===== config.mk =====
export PLATFORM = sky130hd
export DESIGN_NAME = alu_seq_flat
export DESIGN_NICKNAME = d
export VERILOG_FILES = /design/src/rtl/alu_seq_if.sv /design/src/rtl/alu_seq.sv /design/src/flat_wrapper.sv
export SDC_FILE = /design/constraint.sdc
export NUM_CORES = 1
export LEC_CHECK = 0
export ABC_CLOCK_PERIOD_IN_PS = 3000
export BUFFER_PORTS_ARGS = -buffer_cell sky130_fd_sc_hd__buf_2
export CORE_MARGIN = 3
export CORE_UTILIZATION = 40
export DETAILED_ROUTE_END_ITERATION = 6
export GPL_ROUTABILITY_DRIVEN = 0
export MAX_ROUTING_LAYER = met4
export SLEW_MARGIN = 20
export SYNTH_ARGS = -nofsm -noshare
export SYNTH_HDL_FRONTEND = slang
export SYNTH_SLANG_ARGS = --single-unit

===== constraint.sdc =====
create_clock -name clk -period 3 [get_ports clk]
set_input_delay 0 -clock clk [delete_from_list [all_inputs] [get_ports clk]]
set_output_delay 0 -clock clk [all_outputs]
set_load 0.03 [all_outputs]

===== src/rtl/alu_seq_if.sv =====
`default_nettype none
// ============================================================================
// Module   : alu_seq_if
// Purpose  : Handshake bus for alu_seq. It carries the operand/opcode request
//            channel (valid/ready) and the result/flags response channel
//            (valid/ready).
// Revision : 1.0 - initial release
// ============================================================================
interface alu_seq_if #(
  parameter int WIDTH = 8
);
  logic             in_valid;
  logic             in_ready;
  logic [3:0]       func;
  logic [WIDTH-1:0] a;
  logic [WIDTH-1:0] b;
  logic             out_valid;
  logic             out_ready;
  logic [WIDTH-1:0] result;
  logic             zero;
  logic             overflow;
  logic             carry;
  logic             cmp_out;

  // Producer/consumer side: presents operands and accepts results
  modport master (
    output in_valid, func, a, b, out_ready,
    input  in_ready, out_valid, result, zero, overflow, carry, cmp_out
  );

  // ALU side
  modport slave (
    input  in_valid, func, a, b, out_ready,
    output in_ready, out_valid, result, zero, overflow, carry, cmp_out
  );
endinterface
`default_nettype wire


===== src/rtl/alu_seq.sv =====
`default_nettype none
// ============================================================================
// Module   : alu_seq
// Purpose  : WIDTH-bit sequential ALU with registered outputs and valid/ready
//            handshakes. Simple ops complete in one cycle. MUL, DIVU and REMU
//            iterate one bit per cycle for WIDTH cycles.
// Revision : 1.0 - initial release
// ============================================================================
module alu_seq #(
  parameter int WIDTH = 8
) (
  input  logic      clk,
  input  logic      rst_n,
  alu_seq_if.slave  bus
);

  localparam int MSB   = WIDTH - 1;
  localparam int W1    = WIDTH + 1;
  localparam int W2    = 2 * WIDTH;
  localparam int CNT_W = $clog2(WIDTH + 1);

  localparam logic [3:0] OP_ADD  = 4'd0;
  localparam logic [3:0] OP_SUB  = 4'd1;
  localparam logic [3:0] OP_NOT  = 4'd2;
  localparam logic [3:0] OP_AND  = 4'd3;
  localparam logic [3:0] OP_OR   = 4'd4;
  localparam logic [3:0] OP_XOR  = 4'd5;
  localparam logic [3:0] OP_SLT  = 4'd6;
  localparam logic [3:0] OP_EQ   = 4'd7;
  localparam logic [3:0] OP_MUL  = 4'd8;
  localparam logic [3:0] OP_DIVU = 4'd9;
  localparam logic [3:0] OP_REMU = 4'd10;

  typedef enum logic [1:0] {
    S_IDLE = 2'd0,
    S_CALC = 2'd1,
    S_DONE = 2'd2
  } state_t;

  state_t           state_q;
  logic [3:0]       func_q;
  logic [WIDTH-1:0] b_q;
  logic [W2-1:0]    acc_q;      // MUL: {partial product, multiplier}; DIV: {remainder, quotient}
  logic [CNT_W-1:0] cnt_q;
  logic             out_valid_q;
  logic [WIDTH-1:0] result_q;
  logic             zero_q;
  logic             overflow_q;
  logic             carry_q;
  logic             cmp_q;

  // Single-cycle datapath, evaluated straight from the bus at the accept edge
  logic [W1-1:0]    add_sum;
  logic [W1-1:0]    sub_dif;
  logic             neg_b_msb;
  logic             sub_ovf;
  logic             slt_ovf;
  logic             is_multi;
  logic             sc_reserved;
  logic [WIDTH-1:0] sc_result;
  logic             sc_zero;
  logic             sc_ovf;
  logic             sc_carry;
  logic             sc_cmp;

  // Iterative datapath
  logic [W1-1:0]    mul_sum;
  logic [W2-1:0]    mul_next;
  logic [W1-1:0]    div_trial;
  logic             div_ge;
  logic [W1-1:0]    div_diff;
  logic [WIDTH-1:0] div_rem;
  logic [W2-1:0]    div_next;
  logic [W2-1:0]    acc_d;
  logic [WIDTH-1:0] fin_result;
  logic             fin_carry;
  logic             fin_ovf;

  // Single-cycle op results and flags
  always_comb begin
    add_sum = {1'b0, bus.a} + {1'b0, bus.b};
    sub_dif = {1'b0, bus.a} + {1'b0, ~bus.b} + W1'(1);
    // Sign of (~b + 1): a nonzero non-negative b negates to a negative value,
    // and the most negative value negates to itself.
    neg_b_msb = bus.b[MSB] ? (bus.b[MSB-1:0] == '0) : (bus.b[MSB-1:0] != '0);
    // SUB flag follows the a/(~b+1) sign rule of the original board ALU
    sub_ovf = (bus.a[MSB] == neg_b_msb) && (sub_dif[MSB] != bus.a[MSB]);
    // SLT needs the true overflow of a-b so the compare is exact even when
    // b is the most negative value
    slt_ovf = (bus.a[MSB] != bus.b[MSB]) && (sub_dif[MSB] != bus.a[MSB]);
    is_multi = (bus.func == OP_MUL) || (bus.func == OP_DIVU) || (bus.func == OP_REMU);

    sc_result   = '0;
    sc_ovf      = 1'b0;
    sc_carry    = 1'b0;
    sc_cmp      = 1'b0;
    sc_reserved = 1'b0;
    case (bus.func)
      OP_ADD: begin
        sc_result = add_sum[WIDTH-1:0];
        sc_carry  = add_sum[WIDTH];
        sc_ovf    = (bus.a[MSB] == bus.b[MSB]) && (add_sum[MSB] != bus.a[MSB]);
      end
      OP_SUB: begin
        sc_result = sub_dif[WIDTH-1:0];
        sc_carry  = sub_dif[WIDTH];
        sc_ovf    = sub_ovf;
      end
      OP_NOT:  sc_result = ~bus.a;
      OP_AND:  sc_result = bus.a & bus.b;
      OP_OR:   sc_result = bus.a | bus.b;
      OP_XOR:  sc_result = bus.a ^ bus.b;
      OP_SLT:  sc_cmp = sub_dif[MSB] ^ slt_ovf;
      OP_EQ:   sc_cmp = (bus.a == bus.b);
      OP_MUL, OP_DIVU, OP_REMU: ;
      default: sc_reserved = 1'b1;
    endcase
    // Reserved opcodes report every flag low, including zero
    sc_zero = !sc_reserved && (sc_result == '0);
  end

  // One shift-add (MUL) or restoring shift-subtract (DIVU/REMU) step
  always_comb begin
    mul_sum  = {1'b0, acc_q[W2-1:WIDTH]} + (acc_q[0] ? {1'b0, b_q} : W1'(0));
    mul_next = {mul_sum, acc_q[WIDTH-1:1]};

    div_trial = {acc_q[W2-1:WIDTH], acc_q[WIDTH-1]};
    div_ge    = (div_trial >= {1'b0, b_q});
    div_diff  = div_trial - {1'b0, b_q};
    div_rem   = div_ge ? div_diff[WIDTH-1:0] : div_trial[WIDTH-1:0];
    div_next  = {div_rem, acc_q[WIDTH-2:0], div_ge};

    acc_d = (func_q == OP_MUL) ? mul_next : div_next;

    // With b==0 every trial subtract succeeds, so the quotient is all ones
    // and the remainder collects a; only the overflow flag needs adding.
    fin_result = (func_q == OP_REMU) ? acc_d[W2-1:WIDTH] : acc_d[WIDTH-1:0];
    fin_carry  = (func_q == OP_MUL) && (acc_d[W2-1:WIDTH] != '0);
    fin_ovf    = (func_q != OP_MUL) && (b_q == '0);
  end

  // Control FSM with registered result and flags
  always_ff @(posedge clk or negedge rst_n) begin
    if (!rst_n) begin
      state_q     <= S_IDLE;
      func_q      <= '0;
      b_q         <= '0;
      acc_q       <= '0;
      cnt_q       <= '0;
      out_valid_q <= 1'b0;
      result_q    <= '0;
      zero_q      <= 1'b0;
      overflow_q  <= 1'b0;
      carry_q     <= 1'b0;
      cmp_q       <= 1'b0;
    end else begin
      case (state_q)
        S_IDLE: begin
          if (bus.in_valid) begin
            func_q <= bus.func;
            b_q    <= bus.b;
            acc_q  <= {{WIDTH{1'b0}}, bus.a};
            if (is_multi) begin
              cnt_q   <= CNT_W'(WIDTH);
              state_q <= S_CALC;
            end else begin
              result_q    <= sc_result;
              zero_q      <= sc_zero;
              overflow_q  <= sc_ovf;
              carry_q     <= sc_carry;
              cmp_q       <= sc_cmp;
              out_valid_q <= 1'b1;
              state_q     <= S_DONE;
            end
          end
        end
        S_CALC: begin
          acc_q <= acc_d;
          if (cnt_q == CNT_W'(1)) begin
            result_q    <= fin_result;
            zero_q      <= (fin_result == '0);
            overflow_q  <= fin_ovf;
            carry_q     <= fin_carry;
            cmp_q       <= 1'b0;
            out_valid_q <= 1'b1;
            state_q     <= S_DONE;
          end
          cnt_q <= cnt_q - CNT_W'(1);
        end
        S_DONE: begin
          if (bus.out_ready) begin
            out_valid_q <= 1'b0;
            state_q     <= S_IDLE;
          end
        end
        default: state_q <= S_IDLE;
      endcase
    end
  end

  assign bus.in_ready  = (state_q == S_IDLE);
  assign bus.out_valid = out_valid_q;
  assign bus.result    = result_q;
  assign bus.zero      = zero_q;
  assign bus.overflow  = overflow_q;
  assign bus.carry     = carry_q;
  assign bus.cmp_out   = cmp_q;

endmodule
`default_nettype wire


===== src/flat_wrapper.sv =====
// flat-port wrapper written by rule: the top's interface ports become plain ports
module alu_seq_flat 
#(
  parameter int WIDTH = 8
)
  (clk, rst_n, bus_in_valid, bus_func, bus_a, bus_b, bus_out_ready, bus_in_ready, bus_out_valid, bus_result, bus_zero, bus_overflow, bus_carry, bus_cmp_out);
  alu_seq_if #(.WIDTH(WIDTH)) bus_i ();
  input  logic clk;
  input  logic rst_n;
  input wire logic [$bits(bus_i.in_valid)-1:0] bus_in_valid;
  input wire logic [$bits(bus_i.func)-1:0] bus_func;
  input wire logic [$bits(bus_i.a)-1:0] bus_a;
  input wire logic [$bits(bus_i.b)-1:0] bus_b;
  input wire logic [$bits(bus_i.out_ready)-1:0] bus_out_ready;
  output wire logic [$bits(bus_i.in_ready)-1:0] bus_in_ready;
  output wire logic [$bits(bus_i.out_valid)-1:0] bus_out_valid;
  output wire logic [$bits(bus_i.result)-1:0] bus_result;
  output wire logic [$bits(bus_i.zero)-1:0] bus_zero;
  output wire logic [$bits(bus_i.overflow)-1:0] bus_overflow;
  output wire logic [$bits(bus_i.carry)-1:0] bus_carry;
  output wire logic [$bits(bus_i.cmp_out)-1:0] bus_cmp_out;
  assign bus_i.in_valid = bus_in_valid;
  assign bus_i.func = bus_func;
  assign bus_i.a = bus_a;
  assign bus_i.b = bus_b;
  assign bus_i.out_ready = bus_out_ready;
  assign bus_in_ready = bus_i.in_ready;
  assign bus_out_valid = bus_i.out_valid;
  assign bus_result = bus_i.result;
  assign bus_zero = bus_i.zero;
  assign bus_overflow = bus_i.overflow;
  assign bus_carry = bus_i.carry;
  assign bus_cmp_out = bus_i.cmp_out;
  alu_seq #(.WIDTH(WIDTH)) u_core (.clk(clk), .rst_n(rst_n), .bus(bus_i));
endmodule

==> flow_summary.toml <==
[setup_path]
cp_cell_sequence = "ha_1, and3_1, a211oi_1, a21oi_2, nor2_2, mux2i_1, a21oi_1, a211o_1, o41ai_2"
cp_top_family = "compound AO/OA/AOI/OAI gates"
reg2reg_slack_ns = 0.13
critPathBufInv = 0
r2r-end = "u_core.bus.zero$_DFFE_PN0P_"
rr_startpoint = "u_core.b_q[0]$_DFFE_PN0P_"
cp_slowest_stage_delay_ns = 0.43
slowest_stage = "dfrtp_1"
path_class = "reg -> reg"
required_ns = 3.19
cp.arrival_ns = 3.06
cp_max_fo = 4
reg2regPathDepth = 9
critPathLaunch = "u_core.b_q[0]$_DFFE_PN0P_"
cp-end-kind = "flop"
critPathLaunchType = "flop"

[min_path]
worst_hold_path.num_cells = 3
hold_start = "bus_b[5]"
hold_path.class = "in -> reg"
whs_endpoint = "u_core.b_q[5]$_DFFE_PN0P_"

[placed_design]
io_buffers = 37
pre_cts_slack_ns = -0.0786
dp_hpwl_um = 11400
dpl.cell_count = 763

[timing]
hold_viol = 2
report.final.slew_viol_count = 0
setup_viol = 0
period_needed_ns = 2.87
worst_slew_pin_slew_ns = 0.644
slew_headroom_pct = 56.9
timing.final.ws_setup_ns = 0.131
finalCritPeriodShare_pct = 95.6
whs_ns = -0.00282
fin_tns_setup_ns = 0
rsz0062_at_grt = "no"
skew_ns = 0.0130
max_freq_mhz = 349

[run_status]
status = "finished, violations left"
violations = "negative hold slack"

[routing]
wl_met2_um = 6740
drc = 0
top_layer = "met4"
drt-wirelength-per-cell_um = 19.1
dr.pass1.iters = 5
met1Wirelength_um = 6760
via_per_inst = 6.08
wl_met3_um = 761
vias = 4701
wirelength_um = 14700
detail-route-antenna-nets = 0
drt_first_iter_violations = 336

[power]
power.leakage_nw = 2.46
peakVddDrop_v = 0.000644
power.density_nw_per_um2 = 1030

[synthesis]
synthSimpleGateAreaFrac_pct = 20.7
yosysWarningCount = 0
synth-edff-count = 0
synth_cells = 578
ys_top_cells_by_area = "dfrtp_1 25%, ha_1 11%, o21ai_0 5.4%"
synth_top_family_by_area = "compound AO/OA/AOI/OAI gates"
synth_nets = 649
synth_cell_types = 84
synthAdderAreaFrac_pct = 13.3
synth_compound_area_share_pct = 29.6
ys_seq_area_share_pct = 25.0
synth.most_common_cell = "nand2_1"
synth_async_sr_flop_share_pct = 100
netlist_area_sq_um = 4700
synth.avg_cell_area_sq_um = 8.13
ys_top_cells_by_count = "59 x nand2_1, 51 x o21ai_0, 47 x dfrtp_1"
yosys.area.top_type_share_pct = 25.0
synth_top_area_cell = "dfrtp_1"
synthMuxAreaShare_pct = 2.71
synthXorXnorAreaFrac_pct = 1.68
synth_seq_cells = 47
synth_flop_cell = "dfrtp_1"

[clocking]
cts_buffer_depth = 2
root_buffer = "clkbuf_16"
post_cts_buffers = 0
path_clk_slew_ns = 0.07
htreeDepth = 2
cts_buffers = 5
clk_latency_ns = 0.29
clock-sinks = 47
cts_tree = "done"

[finish]
multiInputGateArea_sq_um = 3200
final.fill_count = 1104
seq_area_sq_um = 1180
syn2layout_area_growth_pct = 15.1
diodes = 0
final_nets = 703
utilization_pct = 48.4
fin_cells = 773
drive_above_1_share_pct = 19.0

[grt]
antenna_found_initial = 0
grt_pass1_vias = 4574
grt_max_degree = 48
grt_first_pass_wirelength_um = 23700
groute.usage.overall_pct = 23.2
overflow = 0

[floorplan]
rows = 38
pin_count = 38
die_w_um = 114
die_height_um = 114
core-area_sq_um = 11200
initial_utilization_pct = 42.1
die-area_sq_um = 13100

[run]
maxCapViolCount = 0
==> placed cells by master (no fill, tap or decap), types with 6 or more instances in the layout <==
master	synthesis	final
nand2_1	59	59
o21ai_0	51	49
dfrtp_1	47	46
ha_1	42	42
buf_4	4	42
inv_1	41	41
a21oi_1	41	41
buf_2	5	36
nor2_1	34	33
o22ai_1	16	16
nand3_1	12	12
nor3_1	12	12
a211oi_1	11	10
a31oi_1	9	9
nor2b_1	8	8
o22a_1	8	8
and2_1	7	7
nand2b_1	7	7
o21bai_1	6	6
mux2i_1	6	6
or4_1	6	6
xnor2_1	6	6
mux2_2	6	6
==> worst max-delay path by stage <==
stage / to / slack [ns] / cells after the start
6_report: u_core.bus.zero$_DFFE_PN0P_ / 0.13 / 9
2_1_floorplan: u_core.bus.zero$_DFFE_PN0P_ / 0.04 / 16
4_1_cts: u_core.bus.zero$_DFFE_PN0P_ / 0.06 / 12
3_3_place_gp: u_core.bus.zero$_DFFE_PN0P_ / -0.07 / 16
3_5_place_dp: u_core.bus.zero$_DFFE_PN0P_ / -0.08 / 17
5_1_grt: u_core.bus.zero$_DFFE_PN0P_ / 0.002 / 12
==> tightest hold or removal path: cells and delay by family <==
| kind | cells | cell delay [ns] |
|---|---|---|
| buf+inv | 1 | 0.14 |
| simple gates | 1 | 0.06 |
| compound gates | 1 | 0.06 |
==> registers in the layout, indices dropped and copies added, names as in the netlist <==
signal	cells
u_core.bus.cmp_out	1
u_core.bus.out_valid	1
u_core.bus.overflow	1
u_core.bus.carry	1
u_core.acc_q	16
u_core.b_q	8
u_core.bus.zero	1
u_core.bus.result	8
u_core.state_q	2
u_core.cnt_q	4
u_core.func_q	4
==> routing by layer <==
layer / track usage (%) / up-vias
met4: 7.36 / 0
met1: 32.3 / 2253
li1: - / 2245
met5: - / -
met3: 2.38 / 33
met2: 35.5 / 170
==> report_power, final <==
group | leakage, nW | switching (mW) | total [mW] | internal, mW
clock | 0.0911 | 0.250 | 0.728 | 0.479
sequential | 0.589 | 0.380 | 1.30 | 0.921
combinational | 1.78 | 2.11 | 3.56 | 1.46
==> logic make-up (layout without fill, tap and decap cells) <==
| group | Yosys count | count (layout) |
|---|---|---|
| compound gates | 204 | 204 |
| simple gates | 185 | 185 |
| flops | 47 | 47 |
| xor+xnor | 9 | 9 |
| fa+ha+maj | 47 | 47 |
| buf+inv | 74 | 129 |
| mux | 12 | 12 |
==> through the flow <==
step,power [mW],hold WS [ns],cell area (sq um)
after floorplan,3.69,-0.296,4700
after global placement,4.70,0.192,5190
after detailed placement,4.78,0.196,5190
after CTS,5.53,0.00299,5400
after global routing,6.01,0.0350,5410
final,5.59,-0.00282,5410
==> timing repair <==
item,in CTS,in global routing
setup endpoints to repair,0,1
hold buffers,2,0
resized for setup,0,5
endpoints found under the hold margin,48,0
==> layout make-up <==
| type | count | area share, % |
|---|---|---|
| clock buffers | 6 | 2.38 |
| well taps | 140 | 3.24 |
| multi-input cells | 457 | 59.2 |
| inverters | 41 | 2.84 |
| flip-flops and latches | 47 | 21.8 |
| clock inverters | 2 | 1.11 |
| repair buffers | 80 | 9.52 |
No activity file was read; power rests on OpenSTA's default activity.
